--- src/rtl/tff_mode_reg.sv ---
// WIDTH-bit register built from T flip-flops, with hold/load/toggle-mask/count modes.
// Optional build macro TFF_MODE_REG_SAT_EN: counting saturates and wrap is tied low.
module tff_mode_reg #(
  parameter int               WIDTH   = 8,
  parameter logic [WIDTH-1:0] RST_VAL = {WIDTH{1'b0}}
) (
  input  logic             clk,
  input  logic             rstn,
  input  logic             en,
  input  logic             clr,
  input  logic [1:0]       mode,
  input  logic             dir,
  input  logic [WIDTH-1:0] d,
  output logic [WIDTH-1:0] q,
  output logic [WIDTH-1:0] qbar,
  output logic             tc,
  output logic             wrap
);

  logic [WIDTH-1:0] q_r;
  logic [WIDTH-1:0] qbar_r;
  logic [WIDTH-1:0] cnt_t_s;
  logic [WIDTH-1:0] t_s;
  logic [WIDTH-1:0] q_nxt_s;
  logic             at_end_s;
  logic             tc_s;

  assign at_end_s = dir ? (&q_r) : ~(|q_r);
  assign tc_s     = en & ~clr & (mode == 2'b11) & at_end_s;
  assign q_nxt_s  = q_r ^ t_s;

  // Counter toggles: bit i flips when all lower bits are at the carry/borrow value
  always_comb begin : cnt_toggle
    logic carry_v;
    cnt_t_s = {WIDTH{1'b0}};
    carry_v = 1'b1;
    for (int i = 0; i < WIDTH; i++) begin
      cnt_t_s[i] = carry_v;
      carry_v    = carry_v & (dir ? q_r[i] : ~q_r[i]);
    end
`ifdef TFF_MODE_REG_SAT_EN
    if (at_end_s) begin
      cnt_t_s = {WIDTH{1'b0}};
    end else begin
      cnt_t_s = cnt_t_s;
    end
`endif
  end

  // Toggle vector selection in priority order: clear, enable, mode
  always_comb begin
    t_s = {WIDTH{1'b0}};
    if (clr) begin
      t_s = q_r;
    end else if (!en) begin
      t_s = {WIDTH{1'b0}};
    end else begin
      case (mode)
        2'b00:   t_s = {WIDTH{1'b0}};
        2'b01:   t_s = q_r ^ d;
        2'b10:   t_s = d;
        2'b11:   t_s = cnt_t_s;
        default: t_s = {WIDTH{1'b0}};
      endcase
    end
  end

  // T flip-flop storage; complement is registered alongside so it never skews from q
  always_ff @(posedge clk or negedge rstn) begin
    if (!rstn) begin
      q_r    <= RST_VAL;
      qbar_r <= ~RST_VAL;
    end else begin
      q_r    <= q_nxt_s;
      qbar_r <= ~q_nxt_s;
    end
  end

`ifdef TFF_MODE_REG_SAT_EN
  assign wrap = 1'b0;
`else
  logic wrap_r;

  // One-cycle pulse following the edge on which the count wrapped
  always_ff @(posedge clk or negedge rstn) begin
    if (!rstn) begin
      wrap_r <= 1'b0;
    end else begin
      wrap_r <= tc_s;
    end
  end

  assign wrap = wrap_r;
`endif

  assign q    = q_r;
  assign qbar = qbar_r;
  assign tc   = tc_s;

  tff_mode_reg_chk u_chk (
    .clk  (clk),
    .rstn (rstn),
    .en   (en),
    .mode (mode)
  );

endmodule

// Protocol checker: mode must be known whenever the register is enabled.
module tff_mode_reg_chk (
  input logic       clk,
  input logic       rstn,
  input logic       en,
  input logic [1:0] mode
);

  a_mode_known: assert property (@(posedge clk) disable iff (!rstn) en |-> !$isunknown(mode));

endmodule

--- config.mk ---
export PLATFORM = sky130hd
export DESIGN_NAME = tff_mode_reg
export DESIGN_NICKNAME = d
export VERILOG_FILES = /design/src/rtl/tff_mode_reg.sv
export SDC_FILE = /design/constraint.sdc
export NUM_CORES = 1
export LEC_CHECK = 0
export CORE_UTILIZATION = 25
export CTS_CLUSTER_DIAMETER = 50
export DETAILED_ROUTE_END_ITERATION = 6
export PLACE_DENSITY_LB_ADDON = 0.3
export SLEW_MARGIN = 20
export SYNTH_ARGS = -nofsm -noshare
export SYNTH_HDL_FRONTEND = slang
export SYNTH_SLANG_ARGS = --single-unit
--- constraint.sdc ---
create_clock -name clk -period 2.5 [get_ports clk]
set_clock_uncertainty 0.1 [all_clocks]
set_input_delay 0.375 -clock clk [delete_from_list [all_inputs] [get_ports clk]]
set_output_delay 0.375 -clock clk [all_outputs]
set_load 0.01 [all_outputs]
[Yosys cells after proc, flatten, opt, wreduce, memory -nomap -nowiden]
Cells that the tools add are included.
Storage, ports and cells
  RAM bits: 0
  output and inout port bits: 18
  logic and storage cells: 41
  memory bits (read-only): 0
  register bits after elaboration: 17
  memories kept: 0
  bits in latches: 0
Operators by class
  equal/unequal tests: 3
  reductions and logical operators: 3
  magnitude comparators: 0
  muxes and demuxes: 11
  shifts and indexed selects: 0
  bitwise logic cells: 21
  multipliers: 0
  add/sub/neg operators: 0
  divide/modulo/power cells: 0
Operators by type and width (count)
  8-bit case mux with 4 select lines: 1
  8-bit two-way mux: 2
  8-bit XOR: 2
  1-bit AND: 9
  1-bit inverter: 9
  1-bit two-way mux: 8
  8-bit inverter: 1
  8-bit AND reduction: 1
  8-bit OR reduction: 1
  2-bit equality test (second input constant): 2
  2-bit by 1-bit equality test with 1-bit output (second input constant): 1
  2-bit logical NOT: 1

[Depth between registers and ports, before layout]
Gate-level depths: netlist of run 1.
  depth after elaboration: 13
  depth in mapped cells: 6
  depth with buffers taken out: 4

[Least setup slack after synthesis of run 1]
Ideal clock, no wire load.
  path kind: register to output
  start point: register q_r[3], in the netlist q[3]
  end point: output tc
  setup slack: 0.425 ns
  cell stages (with the launch flop): 6
  arrival time: 1.600 ns
  path through: dfrtp_1 -> clkbuf_1 -> or4_1 -> nor3_1 -> nor2_1 -> nor3_1
Between the ends
  longest elaborated chain between the ends: 4
Ends and longest elaborated chain
  start: declaration: line 20  | logic [WIDTH-1:0] q_r;
  start signal: assignment: line 74  | q_r <= q_nxt_s;
  8-bit OR reduction: line 28  | assign at_end_s = dir ? (&q_r) : ~(|q_r);
  1-bit inverter: line 28
  1-bit two-way mux (*): line 28
  1-bit AND (*): line 29  | assign tc_s = en & ~clr & (mode == 2'b11) & at_end_s;
  end: declaration: line 16  | output logic tc,
Mark *: on every way between the ends. The rest lies on a longest branch, timed or not.

[Final worst setup path of run 1]
  start point: input dir
  end point: output tc
Between the ends
  longest elaborated chain between the ends: 2
Ends and longest elaborated chain
  start: declaration: line 12  | input logic dir,
  1-bit two-way mux: line 28
  1-bit AND: line 29
Every way passes these cells.

==> reports/metrics.csv, run 1 <==
stage;metric;value;unit
status;status;finished clean;
worst_setup_path;CP Launch Type;input pin;
cts;CTS Buf Count;3;
worst_setup_path;CP startpoint;dir;
die;Top Ports;33;
yosys;Post-synth EDFFs;0;
cts;H-tree level count;1;
worst_setup_path;slowest CP cell;or4_4;
sta;RSZ-0062 raised after global routing;false;
drt;drt initial violations;67;
worst_setup_path;Top cell by count, worst path;nor3_2;
placement;# placed instances;209;
die;Core Footprint;0.00438;mm²
yosys;Synthesized Nets;130;
yosys;top cells by area, synth;dfrtp_1, dfstp_2, xor2_1;
yosys;Avg Cell Area, Syn;9.93;µm²
drt;vias per inst;4.95;
yosys;Synth Flop Type;dfrtp_1;
yosys;Synth Warn #;0;
cts;# Post-CTS Setup Buffers;0;
worst_setup_path;number of cells on the critical path;6;
finish;most common cell after layout, fill and taps aside;clkdlybuf4s50_1;
worst_setup_path;Crit Path Class;in -> out;
placement;PortBufs;32;
yosys;Mapped Cells;115;
grt;vias in the first global route;1010;
finish;area grow syn2layout;47.3;%
drt;remaining antenna violation count after routing;0;
power;Pleak;0.717;nW
job;total of max-cap violations;0;
power;Max IR drop VDD;0.000174;V
finish;most frequent cells in the layout;clkdlybuf4s50_1, buf_4, dfrtp_1, nand2b_1, dfstp_2;
worst_setup_path;flop2flop setup slack;0.39;ns
drt;DRC;0;
sta;Max Slew Vio Count;0;
finish;fill cell count;438;
die;Initial Util;26.1;%
worst_setup_path;reg2reg start;q[0]$_DFF_PN0_;
cts;TritonCTS clock tree;done;
cts;Clock Latency Late Sink;0.25;ns
finish;Final Non-Filler Cells;213;
yosys;synthesized flop and latch total;17;
grt;first-pass GRT wire length;4.70;mm
grt;initial antenna violation count;0;
yosys;post-synthesis async set-or-reset flop share;100;%
drt;vias;1055;
min_path;Hold Crit Class;in -> async;
yosys;Mapped Area;0.00114;mm²
worst_setup_path;CP peak stage delay;0.55;ns
worst_setup_path;CP required;2.03;ns
yosys;Netlist cell types;38;
grt;pin count of the biggest net entering global routing;18;
sta;Hold Fails Final Rpt;0;
cts;clk root buf;clkbuf_8;
drt;WL per Instance;13.6;µm
placement;post-DP HPWL;2.21;mm
worst_setup_path;CP delay by family, top;simple AND/OR/NAND/NOR gates;
worst_setup_path;CP Cell Sequence;clkdlybuf4s50_1 -> or4_4 -> nor3_2 -> nor2_1 -> nor3_2 -> buf_2;
yosys;Seq/Total Area, Yosys;38.1;%
die;Die ar.;0.00484;mm²
drt;final wirelength;2.89;mm
yosys;largest area contributor in the netlist;dfrtp_1;
worst_setup_path;CP Max Fanout;2;
drt;Pre-antenna DRT Iters;4;
finish;Inserted Diodes;0;
worst_setup_path;CP Data Arrival Time;1.94;ns
die;die span in y;69.6;µm
placement;placed instance area;0.00163;mm²
power;pwr dens;460;mW/mm²
die;Die Wd;69.6;µm
worst_setup_path;Worst setup EP type;output pin;
worst_setup_path;worst r2r dst;q[7]$_DFF_PN0_;
die;FP Rows;24;
grt;total gr overflow;0;
worst_setup_path;R2R cell count;5;
finish;fin nets;177;
sta;fmax;0.414;GHz
grt;GRT Total Usage;12.3;%
cts;clock sink count;17;
sta;Slew HR;47.7;%
finish;final instance area;0.00168;mm²
sta;Final min period;2.41;ns
cts;CTS max path bufs;2;
sta;Worst-Margin Slew;0.782;ns
worst_setup_path;worst setup path endpoint;tc;
sta;period utilization;96.5;%
finish;proportion of layout cells with a drive suffix above 1;27.3;%
yosys;share of the synthesized area in the top cell type;19.7;%
cts;clock slew at reported path FFs;0.07;ns
sta;Setup-failing EPs final;0;
worst_setup_path;CP bufs+invs;2;
placement;Final GP Congestion;0.813;
per-stage QoR:
| stage | setup TNS (ns) | power (mW) | util, % | setup slack [ns] | hold WS, ns |
|---|---|---|---|---|---|
| after CTS | 0 | 0.781 | 38.4 | 0.00253 | 0.508 |
| after global routing | 0 | 0.816 | 38.4 | 0.0126 | 0.533 |
| after global placement | -0.378 | 0.564 | 37.2 | -0.329 | 0.493 |
| after floorplan | 0 | 0.442 | - | 0.425 | -0.0206 |
| after detailed placement | -0.503 | 0.567 | 37.2 | -0.415 | 0.504 |
| final | 0 | 0.775 | 38.4 | 0.0873 | 0.476 |
worst min path at each step:
stage,to,slack (ns),depth (start not counted)
after global placement,q[2]$_DFF_PN0_,0.49,2
final,wrap$_DFF_PN0_,0.48,1
after floorplan,q[0]$_DFF_PN0_,-0.02,0
after CTS,wrap$_DFF_PN0_,0.51,1
after detailed placement,q[2]$_DFF_PN0_,0.50,2
after global routing,wrap$_DFF_PN0_,0.53,1
metal layers:
layer / vias up / share of wire [%] / track usage (%)
li1: 518 / - / -
met1: 503 / 47 / 16.0
met2: 29 / 47 / 20.3
met3: 5 / 3.7 / 1.60
met4: 0 / 1.7 / 5.44
met5: - / 0 / 0
worst reg2reg max path: cells and delay by family (launching register included):
| family | cells | cell delay [ns] |
|---|---|---|
| AO/OA/AOI/OAI | 3 | 0.81 |
| AND/OR/NAND/NOR | 1 | 0.52 |
| buffers and inverters | 1 | 0.17 |
| flip-flops | 1 | 0.40 |
synthesized netlist by cell type, types with 2 or more instances:
cell      n
a22o_1    5
inv_1     3
a311oi_1  2
nand3_1   3
mux2i_1   5
mux2_2    5
o21ai_0   4
nor2_1    6
dfrtp_1   9
or3_1     2
dfstp_2   8
nor2b_1   3
mux2_4    2
xor2_1    7
o21a_1    2
clkbuf_1  8
a211oi_1  2
nand4_1   3
nand2b_1  8
a21oi_1   4
nor3_1    4
a31oi_1   2
nand2_1   3
sequential cells by signal, summed over array words and instances (netlist names):
| signal | cells |
|---|---|
| wrap | 1 |
| qbar | 8 |
| q | 8 |
final cells by class:
cell class / count / area (µm²) / area share, %
clock buffers: 4 / 45.0 / 2.68
inverters: 3 / 11.3 / 0.669
multi-input cells: 87 / 676 / 40.1
flip-flops and latches: 17 / 435 / 25.9
well taps: 52 / 65.1 / 3.87
repair buffers: 50 / 450 / 26.8
kinds of logic (layout without fill, tap and decap cells):
| kind of cell | count (synthesis) | in the layout | share of synthesized area, % |
|---|---|---|---|
| DFF | 17 | 17 | 38.1 |
| muxes | 12 | 12 | 11.9 |
| and+or+nand+nor | 38 | 38 | 19.3 |
| buffers and inverters | 11 | 57 | 3.61 |
| xor gates and xnor gates | 8 | 8 | 6.13 |
| AOI/OAI and AO/OA | 29 | 29 | 20.9 |
where the power goes:
group	internal (mW)	switching, mW
logic	0.133	0.112
clock network	0.113	0.0984
registers	0.305	0.0124
repair_timing:
item	4_1_cts	5_1_grt
hold buffers	0	0
setup endpoints to repair	1	1
gates resized for setup	4	2
pin swaps	0	1
(Power assumes the default switching activity.)
==> run 2, diff against run 1 <==
Settings changed: PLACE_DENSITY_LB_ADDON 0.3 to not set.
==> reports/metrics.csv, run 2 (synthesis results as in run 1) <==
stage;metric;value;unit;change
cts;hold_buf cts;0;;unchanged
grt;initial antenna violation count;0;;unchanged
grt;pin count of the biggest net entering global routing;18;;unchanged
sta;Hold Fails Final Rpt;0;;unchanged
min_path;Hold Crit Class;in -> async;;
cts;TritonCTS clock tree;done;;
sta;Setup-failing EPs final;0;;unchanged
drt;final wirelength;3.06;mm;+6.0%
drt;DRC;0;;unchanged
cts;CTS max path bufs;2;;unchanged
placement;PortBufs;32;;unchanged
finish;proportion of layout cells with a drive suffix above 1;28.0;%;+0.62 points
die;Top Ports;33;;unchanged
worst_setup_path;CP Launch Type;flip-flop;;
drt;Pre-antenna DRT Iters;4;;unchanged
status;status;finished clean;;
finish;fill cell count;409;;-6.6%
job;total of max-cap violations;0;;unchanged
cts;Clock Latency Late Sink;0.25;ns;about the same
sta;RSZ-0062 raised after global routing;false;;
sta;Max Slew Vio Count;0;;unchanged
worst_setup_path;Worst setup EP type;output pin;;
grt;first-pass GRT wire length;5.24;mm;+11%
placement;Final GP Congestion;0.842;;+3.6%
grt;GRT Total Usage;13.6;%;+1.3 points
worst_setup_path;reg2reg start;q[0]$_DFF_PN0_;;
cts;clk root buf;clkbuf_8;;
sta;fmax;0.445;GHz;+7.3%
power;pwr dens;460;mW/mm²;about the same
die;Core Footprint;0.00438;mm²;unchanged
finish;Inserted Diodes;0;;unchanged
power;Pleak;0.729;nW;+1.7%
finish;most common cell after layout, fill and taps aside;clkdlybuf4s50_1;;
worst_setup_path;CP Max Fanout;2;;unchanged
power;total chip power;776;µW;+0.14%
worst_setup_path;CP Data Arrival Time;1.77;ns;-0.17 ns
power;Max IR drop VDD;0.000158;V;-9.3%
worst_setup_path;Crit Path Class;reg -> out;;
finish;FF/Latch Area;435;µm²;unchanged
cts;# Post-CTS Setup Buffers;0;;unchanged
die;die span in y;69.6;µm;unchanged
worst_setup_path;CP required;2.03;ns;about the same
cts;clock sink count;17;;unchanged
drt;vias per inst;4.99;;+0.76%
sta;Final TNS setup;0;ns;unchanged
finish;area grow syn2layout;47.6;%;
worst_setup_path;R2R cell count;5;;unchanged
grt;vias in the first global route;1118;;+11%
sta;period utilization;89.9;%;-6.6 points
worst_setup_path;flop2flop setup slack;0.38;ns;about the same
drt;WL per Instance;14.4;µm;+6.0%
cts;clock slew at reported path FFs;0.07;ns;about the same
die;Initial Util;26.1;%;unchanged
finish;final instance area;0.00169;mm²;+0.22%
finish;most frequent cells in the layout;clkdlybuf4s50_1, buf_4, dfrtp_1, nand2b_1, dfstp_2;;
placement;post-DP HPWL;2.33;mm;+5.6%
die;FP Rows;24;;unchanged
sta;Worst-Margin Slew;0.777;ns;-0.00513 ns
die;Die ar.;0.00484;mm²;unchanged
drt;remaining antenna violation count after routing;0;;unchanged
sta;Final min period;2.25;ns;-0.165 ns
finish;fin nets;177;;unchanged
drt;drt initial violations;47;;-30%
cts;H-tree level count;1;;unchanged
drt;vias;1063;;+0.76%
finish;footprint of the multi-input gates;676;µm²;unchanged
sta;Slew HR;48.1;%;+0.34 points
die;Die Wd;69.6;µm;unchanged
cts;CTS Buf Count;3;;unchanged
placement;placed instance area;0.00163;mm²;unchanged
grt;total gr overflow;0;;unchanged
worst_setup_path;worst r2r dst;q[7]$_DFF_PN0_;;
-- run 2: changes by cell type in the layout (fill, tap and decap cells not counted) --
cell and change:
clkbuf_1 -1, clkinv_2 +1, dlymetal6s2s_1 +1, clkdlybuf4s50_1 -1
-- run 2: worst max-delay path: stages (launching register included) --
cell	delay, ns
dfrtp_1	0.40
or4_1	0.58
nor3_2	0.13
nor2_1	0.08
nor3_2	0.16
buf_2	0.17
-- run 2: report_power, final --
group | switching (mW) | internal [mW]
Clock | 0.0978 | 0.111
Sequential | 0.0128 | 0.305
Combinational | 0.116 | 0.133
-- run 2: routing by layer --
layer / routed length, µm / GRT usage [%] / up-vias
met5: 0 / 0 / -
met4: 42 / 4.76 / 0
met3: 132 / 1.89 / 5
met2: 1560 / 24.4 / 31
met1: 1330 / 16.6 / 511
li1: - / - / 516
-- run 2: repair_timing --
action	4_1_cts	5_1_grt
pin swaps	1	1
resized for setup	6	1
setup endpoints to repair	1	1
-- run 2: final cells by class --
cell class / instances / share of cell area [%]
clock inverter: 1 / 0.297
inverter: 3 / 0.668
multi-input combinational: 87 / 40.1
tap: 52 / 3.86
sequential: 17 / 25.8
timing repair buffer: 50 / 26.9
clock buffer: 3 / 2.45
-- run 2: stage by stage --
| stage | setup slack [ns] | utilization, % | cells | hold slack [ns] |
|---|---|---|---|---|
| floorplan | 0.425 | - | 115 | -0.0206 |
| global placement | -0.412 | 37.2 | 209 | 0.487 |
| detailed placement | -0.443 | 37.2 | 209 | 0.498 |
| CTS | 0.0436 | 38.4 | 213 | 0.497 |
| global route | 0.153 | 38.5 | 213 | 0.537 |
| finish | 0.252 | 38.5 | 213 | 0.473 |
-- run 2: worst max path at each step --
stage	start	to	cells past startpoint
floorplan	q[3]$_DFF_PN0_	tc	5
global placement	dir	tc	6
detailed placement	dir	tc	6
CTS	dir	tc	6
global route	q[3]$_DFF_PN0_	tc	5
finish	q[3]$_DFF_PN0_	tc	5
